===== config.mk =====
export PLATFORM = sky130hd
export DESIGN_NAME = door_sequence_controller_flat
export DESIGN_NICKNAME = d
export VERILOG_FILES = /design/src/rtl/door_sequence_controller_if.sv /design/src/rtl/door_sequence_controller.sv /design/src/flat_wrapper.sv
export SDC_FILE = /design/constraint.sdc
export NUM_CORES = 1
export LEC_CHECK = 0
export ABC_AREA = 1
export BUFFER_PORTS_ARGS = -buffer_cell sky130_fd_sc_hd__buf_2
export CORE_ASPECT_RATIO = 0.6
export CORE_MARGIN = 4
export CORE_UTILIZATION = 50
export DETAILED_ROUTE_END_ITERATION = 8
export PLACE_DENSITY = 0.86
export SLEW_MARGIN = 20
export SYNTH_ARGS = -nofsm -noshare
export SYNTH_HDL_FRONTEND = slang
export SYNTH_SLANG_ARGS = --single-unit

===== constraint.sdc =====
create_clock -name clk -period 1.7 [get_ports clk]
set_input_delay 0.17 -clock clk [delete_from_list [all_inputs] [get_ports clk]]
set_output_delay 0.17 -clock clk [all_outputs]
set_load 0.01 [all_outputs]

===== src/rtl/door_sequence_controller_if.sv =====
// ---------------------------------------------------------------------------
// door_sequence_controller_if
//   Groups the door sequencer's request inputs and its registered outputs.
//   master : the environment (buttons, sensors, weight block, motion ctrl)
//   slave  : the door_sequence_controller itself
//
//   Inputs to the controller:
//     arrive                 pulse, cabin stopped level at a floor
//     open_btn / close_btn   level, cabin door buttons
//     obstruction            level, door-edge sensor
//     weight_limit_exceeded  level, from the weight-limit block
//     depart_ack             pulse, motion controller took the grant
//   Outputs from the controller:
//     motor_open / motor_close  door motor strobes
//     door_open                 door fully open
//     door_pos[7:0]             modelled position, 0 = closed
//     depart_ok                 departure grant
//     overload_alarm, nudge     buzzers
//     state[2:0]                FSM state code for debug
// ---------------------------------------------------------------------------
interface door_sequence_controller_if;
  logic       arrive;
  logic       open_btn;
  logic       close_btn;
  logic       obstruction;
  logic       weight_limit_exceeded;
  logic       depart_ack;

  logic       motor_open;
  logic       motor_close;
  logic       door_open;
  logic [7:0] door_pos;
  logic       depart_ok;
  logic       overload_alarm;
  logic       nudge;
  logic [2:0] state;

  modport master (
    output arrive, open_btn, close_btn, obstruction, weight_limit_exceeded, depart_ack,
    input  motor_open, motor_close, door_open, door_pos, depart_ok, overload_alarm,
           nudge, state
  );

  modport slave (
    input  arrive, open_btn, close_btn, obstruction, weight_limit_exceeded, depart_ack,
    output motor_open, motor_close, door_open, door_pos, depart_ok, overload_alarm,
           nudge, state
  );
endinterface


===== src/rtl/door_sequence_controller.sv =====
// ---------------------------------------------------------------------------
// door_sequence_controller
//   Per-cabin door sequencer. Opens the door on arrival, dwells, closes, and
//   grants departure only with the door fully closed and no overload.
//   Tracks a modelled door position (not a sensor) and a count of
//   button-caused reopens; once that count hits MAX_REOPEN the door is in
//   nudge mode and open_btn can no longer reverse a close.
//
//   Ports:
//     clk    system clock, rising edge
//     rst_n  synchronous active-low reset
//     bus    door_sequence_controller_if.slave (all request/status signals)
//
//   Parameters:
//     TRAVEL_CYCLES  cycles for a full open or close stroke (1..255)
//     HOLD_CYCLES    dwell with the door fully open before auto-close (1..255)
//     MAX_REOPEN     button-caused reopens before nudge mode
//
//   All outputs are registered: 1-bit outputs are decoded from the next
//   state and flopped, door_pos/state come straight from their registers.
// ---------------------------------------------------------------------------
module door_sequence_controller #(
  parameter int unsigned TRAVEL_CYCLES = 8,
  parameter int unsigned HOLD_CYCLES   = 32,
  parameter int unsigned MAX_REOPEN    = 3
) (
  input  logic                       clk,
  input  logic                       rst_n,
  door_sequence_controller_if.slave  bus
);

  localparam int unsigned CNT_W = (MAX_REOPEN < 1) ? 1 : $clog2(MAX_REOPEN + 1);
  localparam logic [7:0]       TRAVEL = 8'(TRAVEL_CYCLES);
  localparam logic [7:0]       HOLD   = 8'(HOLD_CYCLES);
  localparam logic [CNT_W-1:0] MAXR   = CNT_W'(MAX_REOPEN);

  typedef enum logic [2:0] {
    S_IDLE     = 3'd0,
    S_OPENING  = 3'd1,
    S_HOLD     = 3'd2,
    S_CLOSING  = 3'd3,
    S_OVERLOAD = 3'd4,
    S_READY    = 3'd5
  } state_e;

  state_e           state_q, state_d;
  logic [7:0]       pos_q, pos_d;
  logic [7:0]       tmr_q, tmr_d;
  logic [CNT_W-1:0] cnt_q, cnt_d;

  logic motor_open_q, motor_open_d;
  logic motor_close_q, motor_close_d;
  logic door_open_q, door_open_d;
  logic depart_ok_q, depart_ok_d;
  logic overload_q, overload_d;
  logic nudge_q, nudge_d;

  logic nudge_mode;
  logic btn_reopen;

  // ---------------------------------------------------------------- state
  always_ff @(posedge clk) begin
    if (!rst_n) begin
      state_q       <= S_IDLE;
      pos_q         <= '0;
      tmr_q         <= '0;
      cnt_q         <= '0;
      motor_open_q  <= 1'b0;
      motor_close_q <= 1'b0;
      door_open_q   <= 1'b0;
      depart_ok_q   <= 1'b0;
      overload_q    <= 1'b0;
      nudge_q       <= 1'b0;
    end else begin
      state_q       <= state_d;
      pos_q         <= pos_d;
      tmr_q         <= tmr_d;
      cnt_q         <= cnt_d;
      motor_open_q  <= motor_open_d;
      motor_close_q <= motor_close_d;
      door_open_q   <= door_open_d;
      depart_ok_q   <= depart_ok_d;
      overload_q    <= overload_d;
      nudge_q       <= nudge_d;
    end
  end

  // ------------------------------------------------- next state / outputs
  always_comb begin
    state_d    = state_q;
    pos_d      = pos_q;
    tmr_d      = tmr_q;
    cnt_d      = cnt_q;
    nudge_mode = (cnt_q >= MAXR);
    // open_btn only counts as a reopen request outside nudge mode
    btn_reopen = bus.open_btn && !nudge_mode;

    case (state_q)
      S_IDLE: begin
        pos_d = '0;
        if (bus.arrive) state_d = S_OPENING;
      end

      // The edge that lands on TRAVEL also moves to HOLD, so a stroke from
      // closed is exactly TRAVEL_CYCLES cycles of motor_open.
      S_OPENING: begin
        if (pos_q >= TRAVEL - 8'd1) begin
          pos_d   = TRAVEL;
          state_d = S_HOLD;
          tmr_d   = HOLD;
        end else begin
          pos_d = pos_q + 8'd1;
        end
      end

      S_HOLD: begin
        if (bus.weight_limit_exceeded) begin
          state_d = S_OVERLOAD;
        end else if (bus.obstruction || bus.open_btn) begin
          tmr_d = HOLD;
        end else begin
          tmr_d = (tmr_q != 8'd0) ? tmr_q - 8'd1 : 8'd0;
          if (bus.close_btn || tmr_q <= 8'd1) state_d = S_CLOSING;
        end
      end

      // Timer and close_btn are frozen out; leaving always gives a full dwell.
      S_OVERLOAD: begin
        if (!bus.weight_limit_exceeded) begin
          state_d = S_HOLD;
          tmr_d   = HOLD;
        end
      end

      // Reversal keeps the current position. Only a button reversal is
      // counted; obstruction and overload reversals are safety reopens.
      S_CLOSING: begin
        if (bus.obstruction || bus.weight_limit_exceeded || btn_reopen) begin
          if (!bus.obstruction && !bus.weight_limit_exceeded && !nudge_mode)
            cnt_d = cnt_q + CNT_W'(1);
          if (pos_q >= TRAVEL) begin
            // still fully open: no stroke needed, dwell again
            state_d = S_HOLD;
            tmr_d   = HOLD;
          end else begin
            state_d = S_OPENING;
          end
        end else if (pos_q <= 8'd1) begin
          pos_d   = 8'd0;
          state_d = S_READY;
        end else begin
          pos_d = pos_q - 8'd1;
        end
      end

      // Overload beats depart_ack; a dropped ack is the motion controller's
      // to retry once the grant comes back.
      S_READY: begin
        if (bus.weight_limit_exceeded) begin
          state_d = S_OPENING;
        end else if (btn_reopen) begin
          cnt_d   = cnt_q + CNT_W'(1);
          state_d = S_OPENING;
        end else if (bus.depart_ack) begin
          state_d = S_IDLE;
          cnt_d   = '0;
        end
      end

      default: begin
        state_d = S_IDLE;
        pos_d   = '0;
        tmr_d   = '0;
        cnt_d   = '0;
      end
    endcase

    motor_open_d  = (state_d == S_OPENING);
    motor_close_d = (state_d == S_CLOSING);
    door_open_d   = (state_d == S_HOLD) || (state_d == S_OVERLOAD);
    overload_d    = (state_d == S_OVERLOAD);
    depart_ok_d   = (state_d == S_READY);
    nudge_d       = (state_d == S_CLOSING) && (cnt_d >= MAXR);
  end

  assign bus.motor_open     = motor_open_q;
  assign bus.motor_close    = motor_close_q;
  assign bus.door_open      = door_open_q;
  assign bus.door_pos       = pos_q;
  assign bus.depart_ok      = depart_ok_q;
  assign bus.overload_alarm = overload_q;
  assign bus.nudge          = nudge_q;
  assign bus.state          = state_q;

endmodule


===== src/flat_wrapper.sv =====
// flat-port wrapper written by rule: the top's interface ports become plain ports
module door_sequence_controller_flat 
#(
  parameter int unsigned TRAVEL_CYCLES = 8,
  parameter int unsigned HOLD_CYCLES   = 32,
  parameter int unsigned MAX_REOPEN    = 3
)
  (clk, rst_n, bus_arrive, bus_open_btn, bus_close_btn, bus_obstruction, bus_weight_limit_exceeded, bus_depart_ack, bus_motor_open, bus_motor_close, bus_door_open, bus_door_pos, bus_depart_ok, bus_overload_alarm, bus_nudge, bus_state);
  door_sequence_controller_if bus_i ();
  input  logic clk;
  input  logic rst_n;
  input wire logic [$bits(bus_i.arrive)-1:0] bus_arrive;
  input wire logic [$bits(bus_i.open_btn)-1:0] bus_open_btn;
  input wire logic [$bits(bus_i.close_btn)-1:0] bus_close_btn;
  input wire logic [$bits(bus_i.obstruction)-1:0] bus_obstruction;
  input wire logic [$bits(bus_i.weight_limit_exceeded)-1:0] bus_weight_limit_exceeded;
  input wire logic [$bits(bus_i.depart_ack)-1:0] bus_depart_ack;
  output wire logic [$bits(bus_i.motor_open)-1:0] bus_motor_open;
  output wire logic [$bits(bus_i.motor_close)-1:0] bus_motor_close;
  output wire logic [$bits(bus_i.door_open)-1:0] bus_door_open;
  output wire logic [$bits(bus_i.door_pos)-1:0] bus_door_pos;
  output wire logic [$bits(bus_i.depart_ok)-1:0] bus_depart_ok;
  output wire logic [$bits(bus_i.overload_alarm)-1:0] bus_overload_alarm;
  output wire logic [$bits(bus_i.nudge)-1:0] bus_nudge;
  output wire logic [$bits(bus_i.state)-1:0] bus_state;
  assign bus_i.arrive = bus_arrive;
  assign bus_i.open_btn = bus_open_btn;
  assign bus_i.close_btn = bus_close_btn;
  assign bus_i.obstruction = bus_obstruction;
  assign bus_i.weight_limit_exceeded = bus_weight_limit_exceeded;
  assign bus_i.depart_ack = bus_depart_ack;
  assign bus_motor_open = bus_i.motor_open;
  assign bus_motor_close = bus_i.motor_close;
  assign bus_door_open = bus_i.door_open;
  assign bus_door_pos = bus_i.door_pos;
  assign bus_depart_ok = bus_i.depart_ok;
  assign bus_overload_alarm = bus_i.overload_alarm;
  assign bus_nudge = bus_i.nudge;
  assign bus_state = bus_i.state;
  door_sequence_controller #(.TRAVEL_CYCLES(TRAVEL_CYCLES), .HOLD_CYCLES(HOLD_CYCLES), .MAX_REOPEN(MAX_REOPEN)) u_core (.clk(clk), .rst_n(rst_n), .bus(bus_i));
endmodule

==> Word level (Yosys, flattened, before mapping) <==
Index checks and enable logic that the tools add are counted.
{ "classes": {"n_addsub": 4, "magnitude_cmp": 6, "eq_ne": 16, "muxes": 31, "bitwise": 2, "reduce_logical": 19} }
{ "op_table": {"columns": ["op", "count"], "rows": [
  ["2-to-1 mux 8 bit", 10],
  ["one-hot mux 8 bit (5 select lines)", 1],
  ["2-to-1 mux 3 bit", 11],
  ["one-hot mux 8 bit (3 select lines)", 1],
  ["one-hot mux 3 bit (6 select lines)", 1],
  ["<= comparator 8 x 1 -> 1 bit (second input constant)", 2],
  ["subtractor 8 x 1 -> 8 bit (second input constant)", 2],
  ["== test 3 x 2 -> 1 bit (second input constant)", 4],
  ["== test 3 bit (second input constant)", 4],
  ["2-to-1 mux 2 bit", 6],
  ["adder 8 x 1 -> 8 bit (second input constant)", 1],
  ["greater-or-equal comparator 8 x 3 -> 1 bit (second input constant)", 1],
  ["greater-or-equal comparator 8 x 4 -> 1 bit (second input constant)", 1],
  ["nonzero test 8 bit", 1],
  ["== test 3 x 1 -> 1 bit (second input constant)", 2],
  ["inequality test 2 x 1 -> 1 bit (second input constant)", 3],
  ["inequality test 2 bit (second input constant)", 3],
  ["one-hot mux 2 bit (3 select lines)", 1],
  ["AND reduction 6 bit", 1],
  ["logical OR 1 bit", 5],
  ["greater-or-equal comparator 2 bit (second input constant)", 2],
  ["logical AND 1 bit", 4],
  ["OR reduction 4 bit", 1],
  ["logical NOT 1 bit", 3],
  ["other kinds (6)", 7]
]} }
{ "totals": {"ff_bits": 27, "wordCells": 88} }

==> Depth between registers and ports, before layout <==
Gate-level depths: netlist of the first run.
{ "depth": {"word_depth": 8, "depth_mapped": 12, "mapped_depth_nobuf": 12} }

==> Worst setup path after synthesis of the first run <==
Ideal clock, no wire load.
{ "synth_timing": {"path_type": "reg2reg", "from": "register u_core.cnt_q[0]", "to": "register u_core.tmr_q[7]", "setup_ns": 0.110, "arrival_ns": 1.482, "t_required_ns": 1.590, "path_slack_ns": 0.108, "path_stages_with_launch": 12, "n_path_buf": 0, "synth_period_minus_slack_ns": 1.592, "cell_sequence": "dfxtp_1 -> ha_1 -> inv_1 -> nand2_1 -> nand2_4 -> nand2_1 -> nand2_1 -> nand2_1 -> nor2_4 -> o21ai_0 -> nand2_1 -> nor2_1"} }
{ "synth_via": {"elab_chain_cells": 6} }
{ "synth_lines": {"columns": ["element", "line_no", "source"], "rows": [
  ["start, declared", "door_sequence_controller.sv:49", "logic [CNT_W-1:0] cnt_q, cnt_d;"],
  ["start signal, assigned", "door_sequence_controller.sv:78", "cnt_q <= cnt_d;"],
  ["greater-or-equal comparator 2 bit", "door_sequence_controller.sv:94", "nudge_mode = (cnt_q >= MAXR);"],
  ["logical NOT 1 bit", "door_sequence_controller.sv:96", "btn_reopen = bus.open_btn && !nudge_mode;"],
  ["logical AND 1 bit", "door_sequence_controller.sv:96", null],
  ["logical OR 1 bit", "door_sequence_controller.sv:138", "if (bus.obstruction || bus.weight_limit_exceeded || btn_reopen) begin"],
  ["inequality test 2 x 1 -> 1 bit (no line)", null, null],
  ["AND reduction 6 bit (no line)", null, null],
  ["end signal, assigned", "door_sequence_controller.sv:77", "tmr_q <= tmr_d;"],
  ["end, declared", "door_sequence_controller.sv:48", "logic [7:0] tmr_q, tmr_d;"]
]} }
Every way passes these cells.
A chain may end at the register's enable or synchronous reset.

==> Worst setup path after layout of the first run <==
{ "layout_timing": {"from": "register u_core.cnt_q[1]", "to": "register u_core.motor_open_q (netlist: u_core.bus.motor_open)"} }
{ "layout_via": {"elab_chain_cells": 7} }
{ "layout_lines": {"columns": ["element", "line_no", "source"], "rows": [
  ["greater-or-equal comparator 2 bit (*)", "door_sequence_controller.sv:94", null],
  ["logical NOT 1 bit (*)", "door_sequence_controller.sv:96", null],
  ["logical AND 1 bit (*)", "door_sequence_controller.sv:96", null],
  ["2-to-1 mux 3 bit / logical OR 1 bit (equally long branches)", "door_sequence_controller.sv:161, door_sequence_controller.sv:138", null],
  ["2-to-1 mux 3 bit, on equally long branches", "door_sequence_controller.sv:159, door_sequence_controller.sv:138", null],
  ["one-hot mux 3 bit (6 select lines) (*)", "door_sequence_controller.sv:98", "case (state_q)"],
  ["== test 3 x 1 -> 1 bit (*)", "door_sequence_controller.sv:178", "motor_open_d = (state_d == S_OPENING);"],
  ["end signal, assigned", "door_sequence_controller.sv:79", "motor_open_q <= motor_open_d;"],
  ["end, declared", "door_sequence_controller.sv:51", "logic motor_open_q, motor_open_d;"]
]} }
Mark *: on every way between the ends. The rest lies on a longest branch, timed or not.

==> results of run 1 <==
==> through the flow <==
stage	instance area (sq um)	power (W)	utilization	TNS, ns
after floorplan	1830	0.000835	-	0
after global placement	2050	0.000895	0.606	0
after detailed placement	2050	0.000899	0.606	0
after CTS	2100	0.00127	0.621	0
after global routing	2150	0.00135	0.635	-0.0370
final	2150	0.00128	0.635	0
==> repair_timing <==
| item | CTS | global route |
|---|---|---|
| gates cloned | 0 | 1 |
| pin swaps | 0 | 1 |
| resized for setup | 1 | 15 |
| setup endpoints to repair | 1 | 21 |
| buffers inserted | 0 | 0 |
| hold buffers | 0 | 0 |
==> synth_stat cells, drive strengths merged <==
master | number | share of area
nand4 | 9 | 0.034
inv | 43 | 0.088
o21ai | 9 | 0.025
nor4 | 1 | 0.0034
xnor2 | 3 | 0.014
nor3 | 4 | 0.011
ha | 7 | 0.048
xor2 | 2 | 0.0096
a22oi | 1 | 0.0041
a31oi | 3 | 0.010
dfxtp | 27 | 0.30
nor2 | 45 | 0.11
nand3 | 31 | 0.093
clkbuf | 2 | 0.0048
nand2 | 97 | 0.20
a21oi | 18 | 0.049
==> path summary, 6_finish.rpt <==
| path | start | to | slack [ns] | cells past startpoint |
|---|---|---|---|---|
| worst max-delay path | u_core.cnt_q[1]$_SDFF_PN0_ | u_core.bus.motor_open$_SDFF_PN0_ | 0.10 | 11 |
| worst min-delay path | rst_n | u_core.tmr_q[7]$_SDFFE_PN0P_ | 0.19 | 3 |
| worst max register to register | u_core.cnt_q[1]$_SDFF_PN0_ | u_core.bus.motor_open$_SDFF_PN0_ | 0.10 | 11 |
| worst min register to register | u_core.tmr_q[1]$_SDFFE_PN0P_ | u_core.tmr_q[1]$_SDFFE_PN0P_ | 0.50 | 2 |
==> power groups by stage <==
stage / Clock, W / Sequential [W] / Combinational [W]
after floorplan: 0 / 0.000673 / 0.000162
after global placement: 0 / 0.000673 / 0.000222
after detailed placement: 0 / 0.000674 / 0.000225
after CTS: 0.000388 / 0.000660 / 0.000227
after global routing: 0.000420 / 0.000663 / 0.000270
final: 0.000376 / 0.000660 / 0.000244
==> state kept, by name, indices dropped and copies added (netlist names) <==
| name | count |
|---|---|
| u_core.bus.depart_ok | 1 |
| u_core.bus.door_open | 1 |
| u_core.bus.door_pos | 8 |
| u_core.bus.motor_close | 1 |
| u_core.bus.motor_open | 1 |
| u_core.bus.nudge | 1 |
| u_core.bus.overload_alarm | 1 |
| u_core.bus.state | 3 |
| u_core.cnt_q | 2 |
| u_core.tmr_q | 8 |
==> worst register-to-register path, cell delays in order, from the launching register on <==
cell     delay [ns]
dfxtp_1        0.33
ha_1           0.20
inv_2          0.08
nand2_2        0.07
nand2_4        0.09
nand2_1        0.09
nand2_2        0.12
inv_1          0.06
nor2_1         0.15
nand2_1        0.12
nand2_1        0.12
nor2_1         0.06
==> final cells by class <==
cell class / instances / area (sq um)
clock inverter: 1 / 7.51
clock buffer: 3 / 41.3
multi-input combinational: 231 / 1160
tap: 45 / 56.3
fill: 315 / 1230
inverter: 43 / 161
sequential: 27 / 544
timing repair buffer: 31 / 173
==> cells by family (layout without fill, tap and decap cells) <==
group / Yosys count / after routing
DFF: 27 / 27
AOI/OAI and AO/OA: 31 / 31
adders and majority gates: 7 / 7
and+or+nand+nor: 187 / 188
xor gates and xnor gates: 5 / 5
buffers and inverters: 45 / 78
==> metal layers <==
metal	wire, microns	GRT usage	vias to the layer above
met5	0	0	-
li1	-	-	1033
met1	2420	0.329	885
met4	47	0.0395	0
met2	1920	0.312	105
met3	462	0.0376	4
==> out/results.tsv, run 1 <==
metric	value	unit
ant_nets	0	
finalNetCount	352	
powerDensity	596	nW/um^2
clk_path_buf_depth	2	
netSwitchingFraction	0.299	
port_buffers	24	
cts_buffers	3	
crit_buf_inv	2	
clk_pin_slew_worst_paths	0.10	ns
grt_pass1_vias	1702	
die-area	4730	sq um
setup_viol	0	
synth_area_per_cell	6.06	sq um
max_slew_margin	0.633	
hpwl	3740	microns
cts_tree	done	
cts.sinks	27	
wl	4850	microns
clock_skew	0.00389	ns
setup_ws	0.105	ns
grt_remaining_overflow	0	
fmax	627	MHz
drive_above_1_share	0.185	
pwr-share-clk	0.293	
synth_top_family_by_area	simple AND/OR/NAND/NOR gates	
synth-simple-area-share	0.452	
clkLatencyLatePin	0.28	ns
cp_slowest_cell	dfxtp_1	
diodes	0	
htree_levels	1	
status	finished, final reports clean	
internal_power	0.000897	W
most-common-layout-cells	nand2_1, inv_1, nor2_1, nand3_1	
syn_nets	317	
cp_cell_sequence	ha_1 > inv_2 > nand2_2 > nand2_4 > nand2_1 > nand2_2 > inv_1 > nor2_1 > nand2_1 > nand2_1 > nor2_1	
cp_data_required_time	1.88	ns
p_comb_frac	0.191	
p_leak	1.05	nW
area_delta_synth_final	17.4	%
synth_area	1830	sq um
grt_usage	0.215	
cts_root_buf	clkbuf_8	
final_common_cell	nand2_1	
placed_cells	376	
hold_viol_final	0	
end_kind	flop	
cp_slowest_stage_delay	0.33	ns
initial_core_util	0.541	
ir_drop	0.408	mV
finalHoldWorstSlack	0.187	ns
synth-seq-cells	27	
synth_cells	302	
wl_per_cell	12.7	microns
pin_count	25	
drcViolationCount	0	
antenna_found_initial	0	
die_y	54.9	microns
crit_family	simple AND/OR/NAND/NOR gates	
cp_max_fo	7	
worstSetupPathType	reg2reg	
grt_first_pass_wirelength	7910	microns
tightest_slew	0.550	ns
synthAdderAreaFrac	0.0478	
min_path_type	in2reg	
pre_cts_slack	0.0333	ns
firstDrtPassIters	5	
synth_xor_area_frac	0.0239	
slew_violations	0	
synth.distinct_cells	24	
post-route-period-util	0.938	
rsz0062_at_grt	yes	
vias_per_cell	5.32	
synth-compound-area-share	0.0882	
coreArea	3380	sq um
ys_warn_count	0	
vias	2027	
rows	16	
ys_seq_area_frac	0.295	
die_x	86.1	microns
worst_path_most_repeated_cell	nand2_1	
start_kind	flop	
min_period	1.60	ns
synthMuxAreaShare	0	
grt_max_degree	17	
maxCapViolCount	0	
final_cells	381	
worstPathArrival	1.78	ns
p_switching	0.000383	W
pwr-share-seq	0.516	
gp_congestion	0.934	
dr.first_iter.drc_count	220	
Note: power is estimated with default switching activity, not from simulation.
==> inputs of run 2 (changes only) <==
Settings changed: CTS_BUF_LIST from default to sky130_fd_sc_hd__clkbuf_8, PLACE_DENSITY 0.86 to 0.83.
Clock period 1.7 ns to 1.6 ns, I/O delays scaled along.
==> run 2 against run 1 <==
Fmax increased by 3.7%. Flip-flop and latch count unchanged. Clock skew decreased by 0.0011 ns. Clock power increased by 6.1%. Final cell count rose by 4.7%. Largest cell class unchanged. Critical path type unchanged. Combinational power grew 26%. Register-to-register slack lost 0.04 ns. First-iteration DRC count up 31%. Hold slack improved by 0.0076 ns. Via count grew 8.5%. Non-clock buffer count increased by 18. Critical endpoint is now u_core.bus.motor_close$_SDFF_PN0_.
==> out/results.tsv, run 2 (same netlist as run 1, synthesis figures left out) <==
metric	value	unit	change
status	finished, final reports clean		
pwr-share-seq	0.499		-0.017
cts.sinks	27		unchanged
grt_remaining_overflow	0		unchanged
antenna_found_initial	0		unchanged
grt.met3_usage	0.0391		+0.00150
area_delta_synth_final	29.3	%	
busiest_layer	met2		
worstPathArrival	1.72	ns	-0.06 ns
cts_root_buf	clkbuf_8		
die_y	54.9	microns	unchanged
rsz0062_at_grt	yes		
diodes	0		unchanged
p_switching	0.000426	W	+11%
die-area	4730	sq um	unchanged
ir_drop	0.397	mV	-2.7%
setup_ws	0.0619	ns	-0.0427 ns
gp_congestion	0.912		-2.4%
powerDensity	596	nW/um^2	about the same
most-common-layout-cells	nand2_1, inv_1, nor2_1, nand3_1		
hpwl	4010	microns	+7.1%
netSwitchingFraction	0.302		+0.00281
clock_skew	0.00276	ns	-0.00112 ns
finalNetCount	370		+5.1%
pin_count	25		unchanged
met2_usage	0.364		+0.0524
multiInputGateArea	1240	sq um	+6.1%
grt_usage	0.232		+0.0175
p_comb_frac	0.218		+0.027
slew_violations	0		unchanged
met1_usage	0.334		+0.00505
firstDrtPassIters	5		unchanged
tightest_slew	0.566	ns	+0.0157 ns
cts_hold_buf	0		unchanged
grt_max_degree	17		unchanged
ant_nets	0		unchanged
p_leak	1.15	nW	+9.5%
cp_max_fo	4		-3
end_kind	flop		
wl	5310	microns	+9.6%
design_area	2370	sq um	+10%
cts_buffers	3		unchanged
clkLatencyLatePin	0.27	ns	about the same
clk_path_buf_depth	2		unchanged
maxCapViolCount	0		unchanged
post-route-period-util	0.961		+0.0229
internal_power	0.000984	W	+9.7%
setup_viol	0		unchanged
pre_cts_slack	-0.0735	ns	-0.107 ns
dr.first_iter.drc_count	288		+31%
clk_pin_slew_worst_paths	0.10	ns	about the same
final_cells	399		+4.7%
die_x	86.1	microns	unchanged
vias_per_cell	5.51		+3.6%
max_slew_margin	0.622		-0.0105
worst_path_most_repeated_cell	nand2_2		
fmax	650	MHz	+3.7%
cp_data_required_time	1.78	ns	-0.10 ns
min_period	1.54	ns	-0.0573 ns
vias	2200		+8.5%
hold_viol_final	0		unchanged
grt_first_pass_wirelength	8490	microns	+7.2%
rows	16		unchanged
cp_slowest_stage_delay	0.33	ns	about the same
start_kind	flop		
pwr-share-clk	0.283		-0.010
place_area	2180	sq um	+6.2%
worstSetupPathType	reg2reg		
regArea	549	sq um	+0.92%
power	0.00141	W	+10%
wl_per_cell	13.3	microns	+4.6%
cts_tree	done		
drive_above_1_share	0.277		+0.0923
cp_cell_sequence	ha_2 > inv_2 > nand2_2 > nand2_4 > nand2_1 > nand2_2 > inv_1 > nor2_2 > nand2_2 > nand3_2 > inv_1		
grt_pass1_vias	1847		+8.5%
initial_core_util	0.541		unchanged
cp_slowest_cell	dfxtp_2		
port_buffers	24		unchanged
nFillCells	279		-11%
coreArea	3380	sq um	unchanged
htree_levels	1		unchanged
drcViolationCount	0		unchanged
placed_cells	393		+4.5%
min_path_type	in2reg		
final_common_cell	nand2_1		
finalHoldWorstSlack	0.194	ns	+0.00761 ns
[run 2: what timing repair did]
item | in CTS | in global routing
setup endpoints to repair | 9 | 25
gates resized for setup | 6 | 35
gates cloned | 1 | 0
setup buffers | 1 | 0
pin swaps | 2 | 4
hold endpoints to repair | 0 | 0
[run 2: worst max-delay path, delay by kind of cell (launching register included)]
family	cells	cell delay, ns
buffers and inverters	3	0.20
and+or+nand+nor	7	0.75
adders and majority gates	1	0.18
DFF	1	0.33
[run 2: power groups by stage]
stage | Clock [W] | Combinational (W) | Sequential [W]
6_report | 0.000399 | 0.000308 | 0.000703
5_1_grt | 0.000434 | 0.000343 | 0.000705
4_1_cts | 0.000405 | 0.000284 | 0.000701
3_5_place_dp | 0 | 0.000270 | 0.000716
3_3_place_gp | 0 | 0.000265 | 0.000715
2_1_floorplan | 0 | 0.000172 | 0.000715
[run 2: path summary, 6_finish.rpt]
kind,from,to,slack [ns],cells past startpoint
max reg2reg,u_core.cnt_q[0]$_SDFF_PN0_,u_core.bus.motor_close$_SDFF_PN0_,0.06,11
max,u_core.cnt_q[0]$_SDFF_PN0_,u_core.bus.motor_close$_SDFF_PN0_,0.06,11
min,rst_n,u_core.bus.state[2]$_SDFF_PN0_,0.19,3
min reg2reg,u_core.tmr_q[1]$_SDFFE_PN0P_,u_core.tmr_q[1]$_SDFFE_PN0P_,0.50,2
[run 2: layout make-up]
class                   instances  share of cell area
multi-input cells             231               0.522
well taps                      45              0.0238
inverters                      43              0.0693
repair buffers                 49               0.132
clock buffers                   3              0.0175
flip-flops and latches         27               0.232
clock inverters                 1             0.00317
[run 2: layer usage]
metal  vias up  share of wire
met5         -              0
met4         0          0.016
met3        14           0.12
met2       140           0.40
met1       978           0.47
li1       1068              -
[run 2: metrics by stage]
stage / setup TNS (ns) / util
after floorplan: 0 / -
after global placement: -0.0161 / 0.644
after detailed placement: -0.193 / 0.644
after CTS: 0 / 0.667
after global routing: -0.329 / 0.699
final: 0 / 0.699
==> inputs of run 3 (changes only) <==
Settings changed: CORE_MARGIN 4 to default, PLACE_DENSITY 0.83 to 0.71.
==> run 3 against run 2 <==
The flow now finishes with violations (negative setup slack). Final cell count grew 0.50%. Register-to-register slack worse by 0.07 ns. First-iteration DRC count increased by 19%. Clock power grew 4%. Die area down 17%. Flip-flop and latch count unchanged. Design area increased by 0.37%. Utilization up 0.68 points. Combinational power about the same. Critical endpoint is now u_core.bus.nudge$_SDFF_PN0_.
==> out/results.tsv, run 3 (same netlist as run 1, synthesis figures left out) <==
metric	value	unit	change
grt_first_pass_wirelength	8170	microns	-3.7%
hold_viol_final	0		unchanged
clock_skew	0.0166	ns	+0.0139 ns
wl	5310	microns	about the same
cts_tree	done		
tightest_slew	0.561	ns	-0.00549 ns
die_x	80.1	microns	-7.0%
finalNetCount	372		+0.54%
port_buffers	24		unchanged
clkLatencyLatePin	0.29	ns	+0.02 ns
cts.sinks	27		unchanged
post-route-period-util	1.00		+0.0417
placed_cells	392		-0.25%
final_core_util	0.706		+0.00677
min_path_type	in2reg		
setup_ws	-0.00478	ns	-0.0666 ns
slew_violations	0		unchanged
die_y	48.9	microns	-11%
nFillCells	311		+11%
final_cells	401		+0.50%
start_kind	flop		
vias_per_cell	5.26		-4.5%
vias	2111		-4.0%
drive_above_1_share	0.261		-0.0156
area_delta_synth_final	29.7	%	
wl_per_cell	13.2	microns	-0.55%
initial_core_util	0.544		+0.00322
antenna_found_initial	0		unchanged
firstDrtPassIters	5		unchanged
cp_data_required_time	1.82	ns	+0.04 ns
diodes	0		unchanged
rows	16		unchanged
clk_path_buf_depth	2		unchanged
htree_levels	1		unchanged
maxCapViolCount	0		unchanged
final_common_cell	nand2_1		
grt_remaining_overflow	0		unchanged
tns	-0.00478	ns	-0.00478 ns
cts_buffers	3		unchanged
die-area	3920	sq um	-17%
rsz0062_at_grt	yes		
pin_count	25		unchanged
max_slew_margin	0.626		+0.00367
worstPathArrival	1.82	ns	+0.10 ns
min_period	1.60	ns	+0.0666 ns
fmax	623	MHz	-4.2%
ir_drop	0.478	mV	+20%
most-common-layout-cells	nand2_1, inv_1, nor2_1, nand3_1, buf_4		
hpwl	3960	microns	-1.2%
status	finished, violations left		
cts_hold_buf	0		unchanged
dr.first_iter.drc_count	343		+19%
grt_pass1_vias	1764		-4.5%
gp_congestion	0.943		+3.5%
p_leak	1.16	nW	+0.69%
cts_root_buf	clkbuf_8		
grt_usage	0.272		+0.0391
cp_max_fo	7		+3
powerDensity	600	nW/um^2	+0.70%
worstSetupPathType	reg2reg		
clk_pin_slew_worst_paths	0.11	ns	about the same
violations	negative setup slack		
ant_nets	0		unchanged
end_kind	flop		
drcViolationCount	0		unchanged
coreArea	3360	sq um	-0.59%
grt_max_degree	17		unchanged
setup_viol	1		+1
-- run 3: final timing paths --
kind,slack [ns],cells past startpoint,end,start
worst max-delay path,-0.005,8,u_core.bus.nudge$_SDFF_PN0_,u_core.bus.door_pos[0]$_SDFFE_PN0P_
worst min-delay path,0.18,3,u_core.tmr_q[7]$_SDFFE_PN0P_,rst_n
worst min register to register,0.50,2,u_core.tmr_q[1]$_SDFFE_PN0P_,u_core.tmr_q[1]$_SDFFE_PN0P_
worst max register to register,-0.005,8,u_core.bus.nudge$_SDFF_PN0_,u_core.bus.door_pos[0]$_SDFFE_PN0P_
-- run 3: power breakdown --
part / internal [W] / switching [W] / leakage (nW)
clock: 0.000177 / 0.000237 / 0.0217
combinational: 0.000118 / 0.000193 / 0.918
sequential: 0.000686 / 0.0000135 / 0.222
total: 0.000981 / 0.000444 / 1.16
-- run 3: final cells by class --
cell class	count	area, sq um	area share
Tap cell	45	56.3	0.0237
Sequential cell	27	551	0.232
Multi-Input combinational cell	231	1220	0.515
Inverter	43	161	0.0680
Clock buffer	3	41.3	0.0174
Clock inverter	1	7.51	0.00316
Timing Repair Buffer	51	335	0.141
-- run 3: critical path: stages, from the launching register on --
cell and delay [ns]:
dfxtp_4 0.37, ha_1 0.23, a21oi_2 0.22, nand3_4 0.18, nand3_1 0.14, nor2_2 0.05
nand2_1 0.12, nand3_2 0.12, nor2_1 0.10
-- run 3: metrics by stage --
stage / power, W / instance area [sq um] / hold WS [ns] / setup slack [ns]
2_1_floorplan: 0.000887 / 1830 / 0.284 / 0.00755
3_3_place_gp: 0.000984 / 2170 / 0.474 / -0.0162
3_5_place_dp: 0.000988 / 2170 / 0.481 / -0.0837
4_1_cts: 0.00140 / 2240 / 0.182 / 0.00392
5_1_grt: 0.00149 / 2370 / 0.206 / -0.0434
6_report: 0.00143 / 2370 / 0.185 / -0.00478
-- run 3: timing repair --
| item | 4_1_cts | 5_1_grt |
|---|---|---|
| resized for setup | 8 | 27 |
| pin swaps | 2 | 8 |
| setup buffers | 0 | 4 |
| cloned | 1 | 0 |
| hold endpoints to repair | 0 | 0 |
| setup endpoints to repair | 14 | 20 |
-- run 3: layer usage --
layer | global-route usage | wire length [microns] | vias to the layer above | part of all wire
met5 | 0 | 0 | - | 0
met4 | 0.0327 | 42 | 0 | 0.0079
met3 | 0.0860 | 648 | 7 | 0.12
met2 | 0.366 | 2020 | 116 | 0.38
met1 | 0.422 | 2590 | 919 | 0.49
li1 | - | - | 1069 | -
